### config.mk
export PLATFORM = sky130hd
export DESIGN_NAME = mux_scan_ctrl
export DESIGN_NICKNAME = d
export VERILOG_FILES = /design/src/rtl/mux_scan_ctrl.sv
export SDC_FILE = /design/constraint.sdc
export NUM_CORES = 1
export LEC_CHECK = 0
export ABC_CLOCK_PERIOD_IN_PS = 3700
export CAP_MARGIN = 20
export CORE_AREA = 4 4 75 84
export CTS_CLUSTER_DIAMETER = 120
export CTS_CLUSTER_SIZE = 24
export DETAILED_ROUTE_END_ITERATION = 10
export DIE_AREA = 0 0 79 88
export PLACE_DENSITY = 0.86
export SYNTH_ARGS = -nofsm -noshare
export SYNTH_HDL_FRONTEND = slang
export SYNTH_SLANG_ARGS = --single-unit
### constraint.sdc
create_clock -name clk -period 3.7 [get_ports clk]
set_clock_uncertainty 0.2 [all_clocks]
set_input_delay 0.74 -clock clk [delete_from_list [all_inputs] [get_ports clk]]
set_output_delay 0.74 -clock clk [all_outputs]
set_load 0.02 [all_outputs]
### src/rtl/mux_scan_ctrl.sv
// rtl/mux_scan_ctrl.sv - select sequencer for mux_16x1: visits enabled channels, samples y, emits a 16-bit frame
module mux_scan_ctrl #(
  parameter int DWELL   = 2,
  parameter int DWELL_W = 4
) (
  input  logic        clk,
  input  logic        rst_n,
  input  logic        start,
  input  logic        cont,
  input  logic [15:0] mask,
  input  logic        mux_y,
  output logic [3:0]  sel,
  output logic        busy,
  output logic [15:0] frame,
  output logic        frame_valid,
  input  logic        frame_ready
);

  typedef enum logic [1:0] {IDLE, SETTLE, SAMPLE, DONE} state_t;

  localparam logic [DWELL_W-1:0] DWELL_LAST = DWELL_W'(DWELL - 1);

  state_t             state;
  logic [15:0]        mask_q;
  logic [15:0]        cap;
  logic [DWELL_W-1:0] cnt;

  logic [15:0] above;
  logic        has_next;
  logic [3:0]  next_sel;
  logic [15:0] cap_now;

  function automatic logic [3:0] lowest(input logic [15:0] m);
    lowest = 4'd0;
    for (int i = 15; i >= 0; i--)
      if (m[i]) lowest = 4'(i);
  endfunction

  // Channels strictly above the current select; lowest of them is visited next.
  always_comb begin
    above    = mask_q & (16'hFFFE << sel);
    has_next = |above;
    next_sel = lowest(above);
    cap_now  = cap | ({15'b0, mux_y} << sel);
  end

  always_ff @(posedge clk) begin
    if (!rst_n) begin
      state       <= IDLE;
      sel         <= 4'd0;
      busy        <= 1'b0;
      frame       <= 16'd0;
      frame_valid <= 1'b0;
      cnt         <= '0;
      cap         <= 16'd0;
      mask_q      <= 16'd0;
    end else begin
      case (state)
        IDLE: begin
          if (start && mask != 16'd0) begin
            mask_q <= mask;
            sel    <= lowest(mask);
            cap    <= 16'd0;
            cnt    <= '0;
            busy   <= 1'b1;
            state  <= SETTLE;
          end
        end
        SETTLE: begin
          if (cnt == DWELL_LAST) begin
            cnt   <= '0;
            state <= SAMPLE;
          end else begin
            cnt <= cnt + 1'b1;
          end
        end
        SAMPLE: begin
          cap[sel] <= mux_y;
          if (has_next) begin
            sel   <= next_sel;
            state <= SETTLE;
          end else begin
            frame       <= cap_now;
            frame_valid <= 1'b1;
            state       <= DONE;
          end
        end
        DONE: begin
          // Frame is held until accepted; start is ignored here, cont alone decides.
          if (frame_ready) begin
            frame_valid <= 1'b0;
            if (cont && mask != 16'd0) begin
              mask_q <= mask;
              sel    <= lowest(mask);
              cap    <= 16'd0;
              cnt    <= '0;
              state  <= SETTLE;
            end else begin
              busy  <= 1'b0;
              state <= IDLE;
            end
          end
        end
        default: begin
          busy  <= 1'b0;
          state <= IDLE;
        end
      endcase
    end
  end

endmodule

Yosys cells after proc, flatten, opt, wreduce, memory -nomap -nowiden
Index checks and enable logic that the tools add are counted.

Register bits: 60. Bits of input ports: 22. Logic and storage cells: 111.

$add $sub $neg: 1. $lt $le $gt $ge: 2. Eq/ne operators: 11. Shift-type cells: 2. Multiplexer cells: 66. Bitwise logic cells: 3. Reductions and logical operators: 18.

Operators by type and width (count): $mux 4 (40); $mux 16 (6); $pmux 16 s3 (1); $pmux 16 s2 (1); $pmux 4 s3 (2); $and 16x16->16 (1); $bwmux 16 (1); $or 16x16->16 (1); $reduce_and 4->1 (4); $reduce_bool 16->1 (1); $reduce_or 16->1 (1); $shl 1x4->16 (1); $shl 16x4->16 const A (1); $ne 2x2->1 const B (7); $mux 2 (4); $pmux 2 s4 (1); $mux 1 (7); $reduce_and 3->1 (2); $reduce_bool 3->1 (2); $lt 4x5->1 const B (1); $reduce_and 5->1 (1); $add 4x1->4 const B (1); $demux 1 s4 (1); $eq 2x2->1 const B (2); other kinds (9) (13).

Depth between registers and ports, before layout
Depth in word-level cells: 20. Depth in mapped cells: 9.

Worst setup path before layout
OpenSTA, ideal clock, no wires.

Path kind: register to register. Start: register sel[1]. End: register frame[0]. Library setup time: 0.116 ns. Arrival time: 2.193 ns. Data required time: 3.384 ns. Slack: 1.191 ns. Stages on the path, launching flop included: 10. Path buffers: 3. Clock period less this slack: 2.509 ns. Path through: dfxtp_1 buf_4 and3_1 o22ai_1 or4b_4 nor4b_4 buf_6 buf_6 nand2_1 o211a_1.

Cells in the longest elaborated chain, start to end: 5. Elaborated cells on any way between the ends: 7. Classes of those cells: shift: 2; bitwise: 3; reduce/logical: 2.

RTL lines: from (decl) (line 12) `output logic [3:0] sel,`; from (signal assigned) (line 62) `sel <= lowest(mask);`; from (signal assigned) (line 80) `sel <= next_sel;`; from (signal assigned) (line 94) `sel <= lowest(mask);`; $shl 16x4->16 (line 41) `above = mask_q & (16'hFFFE << sel);`; $and 16x16->16 (line 41); $reduce_or 16->1 (line 42) `has_next = |above;`; $not 1->1 (no line); $reduce_and 2->1 (no line); to (signal assigned) (line 83) `frame <= cap_now;`; to (decl) (line 14) `output logic [15:0] frame,`.

Several ways; a longest one is shown, not always the timed one. A chain may end at the register's enable or synchronous reset.

Worst setup path in the final report
Start: register sel[2]. End: register sel[3].

Cells in the longest elaborated chain, start to end: 20. Elaborated cells on any way between the ends: 23. Classes of those cells: eq/ne: 1; shift: 1; mux: 18; bitwise: 1; reduce/logical: 2.

RTL lines: $shl 16x4->16 * (line 41); $and 16x16->16 * (line 41); $mux 4 (16 in series) (line 36) `if (m[i]) lowest = 4'(i);`; $mux 4 (line 79) `if (has_next) begin`; $pmux 4 s3 (line 58) `case (state)`.

Mark *: on every way between the ends. The rest lies on a longest branch, timed or not. The select of a mux whose other input is x is not followed.

==> reports/metrics.csv <==
metric,value,unit
syn_inst,381,
ys_types,51,
grt_start_max_net_pins,41,
crit_chain,nor4_1 -> a21o_1 -> or4b_4 -> nor4b_4 -> buf_4 -> nor2_1 -> o211a_1,
ir_drop,0.409,mV
async_flop_share,0,%
antenna_found_initial,0,
r2r-start,sel[2],
fmax,307,MHz
leakage,1.55,nW
hold_buffers,0,
synth.area.top_cells,"dfxtp_1 (37%), nor2b_1 (7.7%), o211a_1 (6.0%)",
drv_cap,0,
hp-class,flip-flop to flip-flop,
synth-edff-count,0,
ys_ff_latch,59,
fp.coreArea,5400,um^2
wl_per_cell,15.1,um
dp_slack,216,ps
syn_area_per_cell,8.34,um^2
r2r_slack,450,ps
whs_endpoint,busy,
hold_depth,2,
start_kind,flip-flop,
tightest_slew,874,ps
synth_flop_cell,dfxtp_1,
cp_max_fo,38,
num_vias,2897,
cts_sinks,59,
via_per_inst,5.86,
cts_buffers,9,
die_h,88,um
nets,438,
grt_pass1_wl,12800,um
maxSlewViolCount,0,
maxSlewHeadroom,41.7,%
grt_overflow,0,
fill_cells,456,
cts_setup_buffers,0,
ctsLongestPathBuffers,2,
final_layout_size_suffix_gt1_share,5.73,%
layout_setup_ws,446,ps
worst_path_max_delay_cell,dfxtp_1,
ios,44,
dieArea,6950,um^2
power_density,438,nW/um^2
cts_tree,built,
h-tree-depth,3,
reg2regPathDepth,7,
cts.repair.resized,0,
synth_fp_nets,405,
initial_core_util,58.9,%
hold_viol,0,
place.detailed.hpwl,5270,um
critPathKind,flip-flop to flip-flop,
drt_wl_total,7480,um
synth_warnings,0,
root_buffer,clkbuf_8,
slowest_delay,800,ps
fin_crit,3250,ps
clk_pin_slew_worst_paths,70,ps
rsz0062_at_grt,no,
rows,28,
dieWidth,79,um
grt_pass1_vias,2832,
total_power,0.00166,W
port-buffer-count,43,
grt_usage,23.4,%
synth_most_common_cell,dfxtp_1,
status,"finished, final reports clean",
drt_iter0_markers,137,
num_antenna_cells,0,
gp_congestion,0.837,
synth_top_area_cell,dfxtp_1,
area_delta_synth_final,19.6,%
insertion_delay,340,ps
first_pass_iters,7,
ant_nets,0,
worstReg2RegEnd,sel[3],
setup_viol,0,
fin_setup_tns,0,ps
critPathCaptureType,flip-flop,
min_from,busy,
drc,0,
startpoint,sel[2],
synth_area,3180,um^2
ys_seq_area_share,37.2,%
cp.required,3730,ps
fin_crit_sh,88.0,%
synth_common_cells,"dfxtp_1 (59), nor2b_1 (39), a21oi_1 (31)",
critical_path_arrival,3280,ps
netlist.area_leader.share,37.2,%
## metal layers
layer	vias to the layer above	track usage (%)	part of all wire, %	wire, um
met5	-	0	0	0
met4	0	12.3	3.6	266
met3	26	5.45	4.9	368
met2	84	39.3	47	3510
met1	1336	28.0	45	3340
li1	1451	-	-	-
## critical path, delay by kind of cell, from the launching register on
family	cells	cell delay, ps
flip-flops	1	800
AND/OR/NAND/NOR	4	1250
AO/OA/AOI/OAI	2	500
buffers and inverters	1	370
## how the worst max path moves through the flow
| stage | to | slack, ps | cells past startpoint |
|---|---|---|---|
| global placement | sel[1] | 340 | 7 |
| floorplan | frame[0] | 1190 | 9 |
| detailed placement | sel[3] | 220 | 7 |
| CTS | sel[3] | 490 | 7 |
| global route | sel[2] | 270 | 7 |
| finish | sel[3] | 450 | 7 |
## state kept, by name (all words and copies together), names as in the netlist
register / flops
cap: 16
cnt: 4
frame_valid: 1
state: 2
sel: 4
busy: 1
mask_q: 15
frame: 16
## stage by stage
step / instance area (um^2) / utilization, % / std cells / hold WS [ps]
after global routing: 3800 / 70.4 / 494 / 314
after CTS: 3800 / 70.4 / 494 / 296
after detailed placement: 3610 / 66.9 / 478 / 286
after floorplan: 3180 / - / 381 / 264
after global placement: 3610 / 66.9 / 478 / 279
final: 3800 / 70.4 / 494 / 289
## kinds of logic after synthesis
group	share of synthesized area, %
mux	4.73
compound gates	29.0
buf+inv	5.55
fa+ha+maj	0.788
simple gates	22.8
flops	37.2
## final cells by class
type | count | area, um^2 | share of cell area (%)
Clock buffer | 14 | 153 | 4.02
Clock inverter | 2 | 35.0 | 0.922
Inverter | 11 | 41.3 | 1.09
Multi-Input combinational cell | 284 | 1820 | 47.9
Sequential cell | 59 | 1180 | 31.1
Tap cell | 75 | 93.8 | 2.47
Timing Repair Buffer | 49 | 475 | 12.5
## report_power, final
group | internal (W) | switching (W) | leakage, nW
logic | 0.000164 | 0.000203 | 0.981
clock network | 0.000329 | 0.000241 | 0.0947
registers | 0.000671 | 0.0000553 | 0.479
total | 0.00116 | 0.000499 | 1.55
## layout by cell type, fill, tap and decap left out, types with 2 or more instances in the layout
master,n
nand2b_1,8
a21oi_1,31
o21bai_1,2
o31ai_1,2
nor3_1,9
clkbuf_1,4
inv_1,11
ha_1,2
o21ai_0,29
o22ai_1,4
clkdlybuf4s50_1,43
nand2_1,29
o211a_1,19
mux2i_1,15
nor4_2,2
nand3b_1,2
clkbuf_8,10
nand3_1,6
or3_1,3
a211oi_1,2
dfxtp_1,59
a31oi_1,2
a22oi_1,16
nor2_1,24
nor2b_1,39
nor4_1,4
o21a_1,3
buf_4,6
a311o_1,2
a2111oi_0,3
o2bb2ai_1,2
a21boi_0,6
Power figures use the tool's default switching activity.
